`src/rtl/pov_char_pkg.sv`:
```
// Shared types and constants for the POV character buffer path.
package pov_char_pkg;

    localparam int CHAR_W_DEFAULT = 7;
    localparam logic [CHAR_W_DEFAULT-1:0] ASCII_SPACE = 7'h20;

    typedef logic [CHAR_W_DEFAULT-1:0] char_t;

endpackage

```
`src/rtl/pov_char_buffer_if.sv`:
```
// Host/renderer-facing signal bundle of the character buffer.
interface pov_char_buffer_if
    import pov_char_pkg::*;
#(
    parameter int CHAR_W = CHAR_W_DEFAULT,
    parameter int DEPTH  = 16,
    localparam int CNT_W = $clog2(DEPTH + 1)
);

    logic              LoadChar;
    logic [CHAR_W-1:0] Ascii;
    logic              Clear;
    logic              Loop;
    logic              NextChar;
    logic              New;
    logic [CHAR_W-1:0] Char;
    logic [CNT_W-1:0]  Count;
    logic              Full;
    logic              Empty;
    logic              Overflow;
    logic              Wrap;

    modport master (
        output LoadChar, Ascii, Clear, Loop, NextChar,
        input  New, Char, Count, Full, Empty, Overflow, Wrap
    );

    modport slave (
        input  LoadChar, Ascii, Clear, Loop, NextChar,
        output New, Char, Count, Full, Empty, Overflow, Wrap
    );

endinterface

```
`src/rtl/pov_char_buffer_char_ram.sv`:
```
// Character storage: register array, synchronous write, asynchronous read.
module char_ram #(
    parameter int CHAR_W = 7,
    parameter int DEPTH  = 16,
    localparam int AW    = $clog2(DEPTH)
) (
    input  logic              Clock,
    input  logic              i_wrEn,
    input  logic [AW-1:0]     i_wrAddr,
    input  logic [CHAR_W-1:0] i_wrData,
    input  logic [AW-1:0]     i_rdAddr,
    output logic [CHAR_W-1:0] o_rdData
);

    logic [CHAR_W-1:0] r_mem [DEPTH];

    // No reset on the array: contents are only meaningful behind the pointers.
    always_ff @(posedge Clock) begin
        if (i_wrEn) begin
            r_mem[i_wrAddr] <= i_wrData;
        end
    end

    assign o_rdData = r_mem[i_rdAddr];

endmodule

```
`src/rtl/pov_char_buffer.sv`:
```
// Character message buffer feeding the POV column renderer; supports
// consume (FIFO) playback and circular loop replay of the stored message.
module pov_char_buffer
    import pov_char_pkg::*;
#(
    parameter int CHAR_W = CHAR_W_DEFAULT,
    parameter int DEPTH  = 16,
    localparam int CNT_W = $clog2(DEPTH + 1),
    localparam int AW    = $clog2(DEPTH)
) (
    input logic             Clock,
    input logic             Reset,
    pov_char_buffer_if.slave bus
);

    logic [AW-1:0]     r_wp;
    logic [AW-1:0]     r_rp;
    logic [AW-1:0]     r_po;
    logic [CNT_W-1:0]  r_count;
    logic              r_full;
    logic              r_empty;
    logic              r_overflow;
    logic              r_new;
    logic              r_wrap;
    logic [CHAR_W-1:0] r_char;

    logic              w_flush;
    logic              w_write;
    logic              w_read;
    logic              w_consume;
    logic              w_loopRead;
    logic              w_lastPo;
    logic [AW-1:0]     w_rdAddr;
    logic [CHAR_W-1:0] w_rdData;
    logic [CNT_W-1:0]  w_countNext;

    // Full/Empty come from registered state, so a same-cycle read never
    // frees space for a write.
    always_comb begin
        w_flush     = Reset || bus.Clear;
        w_write     = bus.LoadChar && !r_full && !w_flush;
        w_read      = bus.NextChar && !r_empty;
        w_consume   = w_read && !bus.Loop;
        w_loopRead  = w_read && bus.Loop;
        w_lastPo    = (CNT_W'(r_po) == (r_count - CNT_W'(1)));
        w_rdAddr    = r_rp + (bus.Loop ? r_po : '0);
        w_countNext = r_count + CNT_W'(w_write) - CNT_W'(w_consume);
    end

    char_ram #(
        .CHAR_W (CHAR_W),
        .DEPTH  (DEPTH)
    ) u_ram (
        .Clock    (Clock),
        .i_wrEn   (w_write),
        .i_wrAddr (r_wp),
        .i_wrData (bus.Ascii),
        .i_rdAddr (w_rdAddr),
        .o_rdData (w_rdData)
    );

    always_ff @(posedge Clock) begin
        if (w_flush) begin
            r_wp       <= '0;
            r_rp       <= '0;
            r_po       <= '0;
            r_count    <= '0;
            r_full     <= 1'b0;
            r_empty    <= 1'b1;
            r_overflow <= 1'b0;
            r_new      <= 1'b0;
            r_wrap     <= 1'b0;
            r_char     <= '0;
        end else begin
            r_new  <= w_read;
            r_wrap <= w_loopRead && w_lastPo;
            if (w_read) begin
                r_char <= w_rdData;
            end
            if (w_write) begin
                r_wp <= r_wp + AW'(1);
            end
            if (w_consume) begin
                r_rp <= r_rp + AW'(1);
            end
            // Leaving loop mode rewinds the play offset so consumption restarts at the head.
            if (!bus.Loop) begin
                r_po <= '0;
            end else if (w_loopRead) begin
                r_po <= w_lastPo ? '0 : r_po + AW'(1);
            end
            r_count <= w_countNext;
            r_full  <= (w_countNext == CNT_W'(DEPTH));
            r_empty <= (w_countNext == '0);
            if (bus.LoadChar && r_full) begin
                r_overflow <= 1'b1;
            end
        end
    end

    assign bus.New      = r_new;
    assign bus.Char     = r_char;
    assign bus.Count    = r_count;
    assign bus.Full     = r_full;
    assign bus.Empty    = r_empty;
    assign bus.Overflow = r_overflow;
    assign bus.Wrap     = r_wrap;

endmodule

```
`src/flat_wrapper.sv`:
```
// flat-port wrapper written by rule: the top's interface ports become plain ports
module pov_char_buffer_flat import pov_char_pkg::*;
#(
    parameter int CHAR_W = CHAR_W_DEFAULT,
    parameter int DEPTH  = 16,
    localparam int CNT_W = $clog2(DEPTH + 1),
    localparam int AW    = $clog2(DEPTH)
)
  (Clock, Reset, bus_LoadChar, bus_Ascii, bus_Clear, bus_Loop, bus_NextChar, bus_New, bus_Char, bus_Count, bus_Full, bus_Empty, bus_Overflow, bus_Wrap);
  pov_char_buffer_if #(.CHAR_W(CHAR_W), .DEPTH(DEPTH)) bus_i ();
  input logic Clock;
  input logic Reset;
  input wire logic [$bits(bus_i.LoadChar)-1:0] bus_LoadChar;
  input wire logic [$bits(bus_i.Ascii)-1:0] bus_Ascii;
  input wire logic [$bits(bus_i.Clear)-1:0] bus_Clear;
  input wire logic [$bits(bus_i.Loop)-1:0] bus_Loop;
  input wire logic [$bits(bus_i.NextChar)-1:0] bus_NextChar;
  output wire logic [$bits(bus_i.New)-1:0] bus_New;
  output wire logic [$bits(bus_i.Char)-1:0] bus_Char;
  output wire logic [$bits(bus_i.Count)-1:0] bus_Count;
  output wire logic [$bits(bus_i.Full)-1:0] bus_Full;
  output wire logic [$bits(bus_i.Empty)-1:0] bus_Empty;
  output wire logic [$bits(bus_i.Overflow)-1:0] bus_Overflow;
  output wire logic [$bits(bus_i.Wrap)-1:0] bus_Wrap;
  assign bus_i.LoadChar = bus_LoadChar;
  assign bus_i.Ascii = bus_Ascii;
  assign bus_i.Clear = bus_Clear;
  assign bus_i.Loop = bus_Loop;
  assign bus_i.NextChar = bus_NextChar;
  assign bus_New = bus_i.New;
  assign bus_Char = bus_i.Char;
  assign bus_Count = bus_i.Count;
  assign bus_Full = bus_i.Full;
  assign bus_Empty = bus_i.Empty;
  assign bus_Overflow = bus_i.Overflow;
  assign bus_Wrap = bus_i.Wrap;
  pov_char_buffer #(.CHAR_W(CHAR_W), .DEPTH(DEPTH)) u_core (.Clock(Clock), .Reset(Reset), .bus(bus_i));
endmodule
```
`config.mk`:
```
export PLATFORM = sky130hd
export DESIGN_NAME = pov_char_buffer_flat
export DESIGN_NICKNAME = d
export VERILOG_FILES = /design/src/rtl/pov_char_pkg.sv /design/src/rtl/pov_char_buffer_if.sv /design/src/rtl/pov_char_buffer_char_ram.sv /design/src/rtl/pov_char_buffer.sv /design/src/flat_wrapper.sv
export SDC_FILE = /design/constraint.sdc
export NUM_CORES = 1
export LEC_CHECK = 0
export ABC_CLOCK_PERIOD_IN_PS = 3600
export BUFFER_PORTS_ARGS = -buffer_cell sky130_fd_sc_hd__clkbuf_2
export CAP_MARGIN = 20
export CORE_ASPECT_RATIO = 0.7
export CORE_MARGIN = 4
export CORE_UTILIZATION = 40
export DETAILED_ROUTE_END_ITERATION = 12
export GPL_TIMING_DRIVEN = 0
export HOLD_SLACK_MARGIN = 0.1
export MAX_ROUTING_LAYER = met4
export PLACE_DENSITY_LB_ADDON = 0.08
export SLEW_MARGIN = 25
export SYNTH_ARGS = -nofsm -noshare
export SYNTH_HDL_FRONTEND = slang
export SYNTH_HIERARCHICAL = 1
export SYNTH_SLANG_ARGS = --single-unit
```
`constraint.sdc`:
```
create_clock -name Clock -period 3.6 [get_ports Clock]
set_input_delay 0.36 -clock Clock [delete_from_list [all_inputs] [get_ports Clock]]
set_output_delay 0.36 -clock Clock [all_outputs]
set_load 0.02 [all_outputs]
```
# Word-level counts from Yosys, hierarchy flattened
# Memories as Yosys holds them, arrays and structs flattened. A register that Yosys moved wholly into a read port is not among the register bits.
# Index checks and enable logic that the tools add are counted.
dict set report totals {
  ram_bits 112
  output_inout_bits 17
  latchBits 0
  ff_bits 22
  mem_count 1
  rom_bits 0
}
dict set report classes {
  n_mul 0
  n_bitwise 1
  n_eq_ne 2
  shift 0
  add_sub_neg 7
  order_cmp 0
  muxes 4
  reduce_logical 14
  div 0
}
# name words word_bits rd rd_ports_with_merged_regs write_ports line
set mem_list {}
lappend mem_list {u_core.u_ram.r_mem 16 7 1 1 1 pov_char_buffer_char_ram.sv:15} ;# logic [CHAR_W-1:0] r_mem [DEPTH];
# cell count
set ops {}
lappend ops {{adder 4 x 1 -> 4 bit (second input constant)} 3}
lappend ops {{2-to-1 mux 4 bit} 2}
lappend ops {{logical AND 1 bit} 7}
lappend ops {{adder 5 x 1 -> 5 bit} 1}
lappend ops {{== test 4 x 5 -> 1 bit} 1}
lappend ops {{== test 5 bit (second input constant)} 1}
lappend ops {{logical NOT 5 bit} 1}
lappend ops {{subtractor 5 x 1 -> 5 bit} 1}
lappend ops {{subtractor 5 x 1 -> 5 bit (second input constant)} 1}
lappend ops {{adder 4 bit} 1}
lappend ops {{logical NOT 1 bit} 4}
lappend ops {{2-to-1 mux 1 bit} 2}
lappend ops {{OR reduction 2 bit} 1}
lappend ops {{logical OR 1 bit} 1}
lappend ops {{inverter 1 bit} 1}

# Depth between registers and ports, before layout
# Gate-level depths: netlist of run 1.
dict set report logic_depth {
  word_depth 6
  mapped_depth 13
  mapped_depth_nobuf 11
}

# Cells and area by module
# The synthesis of run 1 kept the hierarchy.
# module area_per_inst_um2 cells_each seq_area_each_um2 instances
set modules_own_cells {}
lappend modules_own_cells {char_ram 4390.5 196 3363.2 1}
lappend modules_own_cells {pov_char_buffer 1526.5 169 580.6 1}

# Worst setup path before layout of run 1
# No wires, ideal clock.
dict set report synth_path {
  path_type {input to register}
  start {input port bus_Loop}
  end {register u_core.r_empty (netlist: u_core/bus.Empty)}
  stages 10
  arrival_time_ps 2484
  path_slack_ps 1029
  cell_sequence {buf_2 nor3b_2 ha_1 inv_1 ha_1 inv_1 fa_1 xor2_1 or3b_2 o31ai_1}
}
dict set report synth_between {
  elab_chain_cells 4
}
# element line
set synth_rtl {}
lappend synth_rtl {{start: declaration} flat_wrapper.sv:16} ;# input wire logic [$bits(bus_i.Loop)-1:0] bus_Loop;
lappend synth_rtl {{logical NOT 1 bit} pov_char_buffer.sv:43} ;# w_consume = w_read && !bus.Loop;
lappend synth_rtl {{logical AND 1 bit} pov_char_buffer.sv:43}
lappend synth_rtl {{net u_core.w_consume} pov_char_buffer.sv:30} ;# logic w_consume;
lappend synth_rtl {{subtractor 5 x 1 -> 5 bit} pov_char_buffer.sv:47} ;# w_countNext = r_count + CNT_W'(w_write) - CNT_W'(w_consume);
lappend synth_rtl {{logical NOT 5 bit} pov_char_buffer.sv:94} ;# r_empty <= (w_countNext == '0);
lappend synth_rtl {{end signal: assignment} pov_char_buffer.sv:94}
lappend synth_rtl {{end: declaration} pov_char_buffer.sv:21} ;# logic r_empty;
# The timed path passes the listed nets, and every way through them passes these cells.
# A chain may end at the register's enable or synchronous reset.

# Worst setup path after layout of run 1
dict set report layout_path {
  start {register u_core.r_po[0]}
  end {register u_core.r_char[2] (netlist: u_core/bus.Char[2]) (read register of u_core.u_ram.r_mem)}
}
dict set report layout_between {
  elab_chain_cells 2
}
# element line
set layout_rtl {}
lappend layout_rtl {{start: declaration} pov_char_buffer.sv:18} ;# logic [AW-1:0] r_po;
lappend layout_rtl {{start signal: assignment} pov_char_buffer.sv:90} ;# r_po <= w_lastPo ? '0 : r_po + AW'(1);
lappend layout_rtl {{2-to-1 mux 4 bit} pov_char_buffer.sv:46} ;# w_rdAddr = r_rp + (bus.Loop ? r_po : '0);
lappend layout_rtl {{adder 4 bit} pov_char_buffer.sv:46}
lappend layout_rtl {{net u_core.w_rdAddr[1]} pov_char_buffer.sv:33} ;# logic [AW-1:0] w_rdAddr;
lappend layout_rtl {{end: declaration} pov_char_buffer.sv:25} ;# logic [CHAR_W-1:0] r_char;
# The timed path passes the listed nets, and every way through them passes these cells.

==> run_results.csv, run 1 <==
group,metric,value,unit
status,status,"completed",
critical_path,worstSetupStartpoint,"u_core/r_po[0]",
pwr,total_leakage_power,2.352,nW
global_routing,grt_max_degree,17,
routing,drt_wl_total,12530,um
critical_path,critical-path-max-stage-delay,0.45,ns
critical_path,cp.arrival,3.24,ns
critical_path,cp-end-kind,"flip-flop",
cts,cts-hold-fix-buffers,0,
critical_path,crit_path_max_fanout,10,
die,pin_count,30,
yosys,synth_seq_area_share,0.6665,
sta,max_slew_margin,0.4477,
cts,cts.reportedPaths.clkPinSlew,0.06,ns
placement,routabilityCongestion,0.7542,
sta,max_freq,337.2,MHz
die,die_area,16830,um^2
critical_path,worstPathBufferInverterCount,4,
critical_path,crit_required,3.87,ns
yosys,netlist.area_leader.share,0.5684,
sta,finalSetupViolCount,0,
pwr,power_frac_seq,0.484,
layout,finalNetCount,442,
die,core.rowCount,36,
routing,top_layer_used,"met4",
pwr,power.density,533.0,nW/um^2
layout,area_growth,16.81,%
routing,ant_nets,0,
die,die_h,109.8,um
routing,drt-initial-drc-count,186,
yosys,ys.flop_type,"edfxtp_1",
cts,cts_tree,"done",
layout,n_antenna_cell,0,
layout,drive_above_1_share,0.2028,
routing,vias_per_cell,5.189,
critical_path,r2r_start,"u_core/r_po[0]",
critical_path,cp_slowest_cell,"dfxtp_1",
sta,hold_viol_final,0,
sta,finalSetupTns,0,ns
sta,skew,0.01063,ns
critical_path,r2r-end,"u_core/bus.Char[2]",
sta,tightest_slew,0.8253,ns
die,die_w,153.4,um
routing,wl_met3,963,um
yosys,yosysWarnings,6,
pwr,pwr-share-clk,0.474,
yosys,synth-edff-count,112,
global_routing,grt_usage,0.1611,
critical_path,endpoint,"u_core/bus.Char[2]",
global_routing,grt_pass1_wl,18900,um
routing,num_vias,3186,
yosys,synthArstFlopShare,0,
routing,post_drt_wl_per_cell,20.40,um
global_routing,grt_pass1_vias,3108,
worst_hold_path,hold_path_class,"in2reg",
pwr,power.internal,2.918,mW
cts,postCtsSetupRepairBufs,0,
sta,fin_crit_sh,0.8237,
routing,firstDrtPassIters,4,
cts,clkLatencyLatePin,0.41,ns
die,start_util,0.4170,
critical_path,path_delay_family,"buffers and inverters",
layout,final.fill_count,1221,
yosys,synth_cells,365,
sta,period_needed,2.965,ns
global_routing,gr-total-overflow,0,
yosys,syn_nets,395,
yosys,synthTopCellsByCount,"edfxtp_1, nand2_1, dfxtp_1",
sta,drv_slew,0,
critical_path,path_cells,"and2_1 > ha_1 > inv_1 > fa_1 > inv_1 > buf_2 > buf_2 > mux4_2 > a22oi_1 > nand2_1 > nand2_1 > a21oi_1",
sta,rsz0062_at_grt,"false",
routing,dr_wl_met2,5196,um
critical_path,path_class,"reg2reg",
cts,clock_path_buffers,2,
yosys,ys_seq_elements,141,
layout,regArea,3944,um^2
yosys,ys_types,39,
cts,cts.sinks,141,
pwr,pwr-share-comb,0.042,
routing,drc,0,
cts,htree_num_levels,4,
placement,dp_hpwl,8785,um
yosys,syn_area_per_cell,16.21,um^2
yosys,synth.most_common_cell,"edfxtp_1",
critical_path,start_kind,"flip-flop",
critical_path,reg2reg_depth,12,
cts,ctsResizeCount,0,
global_routing,grt_antenna_before_repair,0,
placement,numPortBuffers,28,
routing,wl_met1,6312,um
critical_path,r2r_setup_slack,0.63,ns
layout,multi_input_area,1856,um^2
yosys,netlist_area,5917,um^2
yosys,ys_top_cells_by_area,"edfxtp_1, dfxtp_1, mux4_1",
critical_path,cp.depth,12,
pwr,ir_worst_vdd,0.3350,mV
pwr,sw_frac_of_total,0.2078,
cts,cts_buffers,17,
yosys,yosys.area.top_type,"edfxtp_1",
flow_run,maxCapViolations,0,
cts,cts_root_buffer,"clkbuf_16",
pwr,p_sw,0.7657,mW
sta,timing.hold.ws,0.1990,ns
die,core_area,14190,um^2
## metrics by stage
stage	utilization	area, um^2	power, mW	cells	setup WS [ns]
6_report	0.4871	6912	3.684	614	0.6346
5_1_grt	0.4871	6912	3.818	614	0.3745
4_1_cts	0.4871	6912	3.730	614	0.5599
3_5_place_dp	0.4451	6315	1.973	583	0.4435
3_3_place_gp	0.4437	6295	1.968	583	0.4570
2_1_floorplan	-	5917	1.909	365	1.029
## cell families (layout without fill, tap and decap cells)
group | after synthesis | count (layout) | share of synthesized area
flops | 141 | 141 | 0.6665
simple gates | 94 | 94 | 0.07719
compound gates | 35 | 35 | 0.04145
mux | 29 | 29 | 0.1191
buf+inv | 26 | 85 | 0.02326
xor+xnor | 23 | 23 | 0.03404
fa+ha+maj | 17 | 17 | 0.03849
## final cells by class
type                            count  area share
Buffer                             13     0.01285
Clock inverter                     12     0.02371
Multi-Input combinational cell    198      0.2685
Clock buffer                       19     0.06264
Sequential cell                   141      0.5706
Tap cell                          190     0.03440
Inverter                           13    0.007060
Timing Repair Buffer               28     0.02028
## metal layers
layer / vias up / global-route usage
li1: 1503 / -
met1: 1609 / 0.2503
met2: 69 / 0.2079
met3: 5 / 0.03029
met4: 0 / 0.05860
met5: - / -
## layout by cell type, fill, tap and decap left out, types with 2 or more instances in the layout
master,count
nand3b_1,4
o21bai_1,2
nand2b_1,3
clkinv_4,3
bufinv_16,3
inv_6,2
mux4_2,11
clkbuf_2,28
a22oi_1,14
xor2_1,11
o21ai_0,2
xnor2_1,12
clkbuf_1,8
nor3_1,4
and2_1,5
nor3_2,4
clkbuf_16,17
nand4_1,2
nand2_1,30
clkinvlp_4,4
buf_2,4
nor2_1,26
mux4_1,17
dfxtp_1,29
nand3_1,4
nor2b_1,4
a21oi_1,13
inv_1,13
fa_1,2
or3b_2,2
ha_1,15
edfxtp_1,112
## how the worst min path moves through the flow
stage / startpoint / to / slack [ns] / cells past startpoint
floorplan: bus_Ascii[0] / u_core/u_ram/r_mem[0][0] / 0.46 / 0
CTS: bus_LoadChar / u_core/bus.Overflow / 0.18 / 3
finish: bus_LoadChar / u_core/bus.Overflow / 0.20 / 3
detailed placement: u_core/bus.Char[2] / u_core/bus.Char[2] / 0.45 / 2
global route: bus_LoadChar / u_core/bus.Overflow / 0.23 / 3
global placement: u_core/bus.Char[0] / u_core/bus.Char[0] / 0.45 / 2
## tightest hold or removal path: stages
cell and delay, ns:
clkbuf_2 0.08, a21oi_1 0.05, nor2_1 0.07
## power by group through the flow
| stage | clock network (mW) | registers [mW] | logic, mW |
|---|---|---|---|
| finish | 1.75 | 1.78 | 0.155 |
| global placement | 0 | 1.81 | 0.154 |
| global route | 1.86 | 1.78 | 0.172 |
| CTS | 1.79 | 1.78 | 0.157 |
| floorplan | 0 | 1.82 | 0.0875 |
| detailed placement | 0 | 1.82 | 0.156 |
## flip-flops by register name, indices dropped and copies added (netlist names)
| name | cells |
|---|---|
| u_core/bus.Char | 7 |
| u_core/bus.Count | 5 |
| u_core/bus.Empty | 1 |
| u_core/bus.Full | 1 |
| u_core/bus.New | 1 |
| u_core/bus.Overflow | 1 |
| u_core/bus.Wrap | 1 |
| u_core/r_po | 4 |
| u_core/r_rp | 4 |
| u_core/r_wp | 4 |
| u_core/u_ram/r_mem | 112 |
Note: power is estimated with default switching activity, not from simulation.
==> inputs of run 2 (changes only) <==
- ABC_CLOCK_PERIOD_IN_PS: 3600 -> 2440
- clock period: 3.6 -> 2.44 ns (I/O delays scaled with it)
==> run_results.csv, run 2 (same netlist as run 1, synthesis figures left out) <==
group,metric,value,unit
critical_path,path_class,"reg2reg",
layout,regArea,3958,um^2
global_routing,grt_pass1_wl,19830,um
layout,final_common_cell,"edfxtp_1",
layout,finalNetCount,452,
die,die_w,153.4,um
placement,numPortBuffers,28,
critical_path,crit_path_max_fanout,3,
routing,firstDrtPassIters,4,
flow_run,maxCapViolations,0,
pwr,power.total,5.402,mW
critical_path,crit_required,2.76,ns
layout,area_growth,21.70,%
critical_path,critical-path-max-stage-delay,0.42,ns
pwr,power.density,750.2,nW/um^2
pwr,power_frac_seq,0.487,
layout,n_antenna_cell,0,
pwr,pwr-share-comb,0.050,
cts,clkLatencyLatePin,0.41,ns
layout,final.fill_count,1218,
die,start_util,0.4170,
critical_path,crit_top_cell,"inv_2",
routing,post_drt_wl_per_cell,21.40,um
global_routing,grt_pass1_vias,3212,
routing,top_layer_used,"met4",
critical_path,r2r-end,"u_core/bus.Empty",
global_routing,grt_usage,0.1700,
sta,period_needed,2.406,ns
die,core_area,14190,um^2
cts,clock_path_buffers,2,
die,core.rowCount,36,
pwr,pwr-share-clk,0.463,
pwr,sw_frac_of_total,0.2178,
sta,hold_viol_final,0,
layout,most-common-layout-cells,"edfxtp_1, clkbuf_2, nor2_1, nand2_1, dfxtp_1",
layout,regMostFlops,"u_core/u_ram/r_mem",
critical_path,cp.arrival,2.73,ns
sta,tightest_slew,0.8624,ns
sta,drv_slew,0,
pwr,ir_worst_vdd,0.4544,mV
placement,dp_hpwl,8789,um
placement,routabilityCongestion,0.7712,
layout,drive_above_1_share,0.3356,
critical_path,path_delay_family,"adder cells",
die,die_h,109.8,um
routing,wl_met1,6823,um
critical_path,endpoint,"u_core/bus.Empty",
sta,finalSetupViolCount,0,
routing,wl_met3,900,um
sta,max_slew_margin,0.4230,
routing,drt-initial-drc-count,205,
global_routing,grt_antenna_before_repair,0,
pwr,total_leakage_power,2.421,nW
pwr,p_sw,1.176,mW
global_routing,gr-total-overflow,0,
cts,cts.reportedPaths.clkPinSlew,0.06,ns
status,status,"completed",
sta,rsz0062_at_grt,"true",
die,pin_count,30,
critical_path,cp-end-kind,"flip-flop",
cts,cts.sinks,141,
worst_hold_path,hold_path_class,"in2reg",
layout,multi_input_area,2001,um^2
critical_path,path_cells,"nor3b_4 > ha_1 > inv_2 > ha_4 > inv_2 > fa_2 > xor2_2 > or3b_4 > o31ai_1",
routing,dr_wl_met2,5518,um
critical_path,start_kind,"flip-flop",
layout,largest_reg_flops,112,
critical_path,r2r_setup_slack,0.03,ns
critical_path,worstPathBufferInverterCount,2,
cts,cts_tree,"done",
routing,num_vias,3279,
sta,finalSetupTns,0,ns
sta,max_freq,415.6,MHz
pwr,power.internal,4.226,mW
critical_path,cp_slowest_cell,"or3b_4",
critical_path,worstSetupStartpoint,"u_core/bus.Empty",
routing,drt_wl_total,13380,um
critical_path,cp.depth,9,
global_routing,grt_max_degree,17,
cts,cts_root_buffer,"clkbuf_16",
die,die_area,16830,um^2
routing,vias_per_cell,5.246,
routing,ant_nets,0,
critical_path,r2r_start,"u_core/bus.Empty",
critical_path,reg2reg_depth,9,
cts,cts_buffers,17,
sta,fin_crit_sh,0.9861,
cts,htree_num_levels,4,
routing,drc,0,
sta,skew,0.008865,ns
==> run 2: worst min-delay path by stage <==
stage / start / end / cells past startpoint
floorplan: bus_Ascii[0] / u_core/u_ram/r_mem[0][0] / 0
global placement: u_core/bus.Char[6] / u_core/bus.Char[6] / 2
detailed placement: u_core/bus.Char[4] / u_core/bus.Char[4] / 2
CTS: Reset / u_core/bus.Empty / 3
global route: bus_Clear / u_core/bus.Empty / 3
finish: Reset / u_core/bus.Empty / 3
==> run 2: final cells by class <==
cell class	instances	share of cell area
clock inverters	13	0.01946
clock buffers	19	0.06012
repair buffers	39	0.03527
multi-input cells	198	0.2778
well taps	190	0.03301
inverters	13	0.006777
flip-flops and latches	141	0.5496
plain buffers	12	0.01790
==> run 2: per-stage QoR <==
stage	setup slack [ns]	utilization	hold WS, ns	cell area [um^2]	std cells
final	0.03402	0.5075	0.1829	7201	625
after global routing	-0.03187	0.5075	0.1753	7201	625
after CTS	0.008978	0.4994	0.1391	7086	622
after detailed placement	-0.6285	0.4460	0.4514	6329	583
after global placement	-0.5909	0.4446	0.4462	6309	583
after floorplan	0.02109	-	0.3429	5931	365
==> run 2: what timing repair did <==
item / 4_1_cts / 5_1_grt
resized for setup: 39 / 32
endpoints found under the setup margin: 10 / 16
endpoints found under the hold margin: 1 / 0
hold buffers: 1 / 0
pin swaps: 10 / 13
cloned: 1 / 0
buffers inserted: 6 / 4
==> run 2: worst min-delay path: cells and delay by family <==
kind | cells | cell delay, ns
buffers and inverters | 1 | 0.08
AO/OA/AOI/OAI | 1 | 0.10
AND/OR/NAND/NOR | 1 | 0.13
==> run 2: routing by layer <==
metal  vias up  global-route usage
li1       1505                   -
met1      1685              0.2577
met4         0             0.05104
met3        12             0.03855
met2        77              0.2268
met5         -                   -
==> run 2: power by group through the flow <==
stage / Sequential, mW / Combinational, mW / Clock [mW]
after global routing: 2.63 / 0.297 / 2.66
after global placement: 2.68 / 0.228 / 0
final: 2.63 / 0.272 / 2.50
after detailed placement: 2.68 / 0.233 / 0
after floorplan: 2.69 / 0.131 / 0
after CTS: 2.63 / 0.248 / 2.56
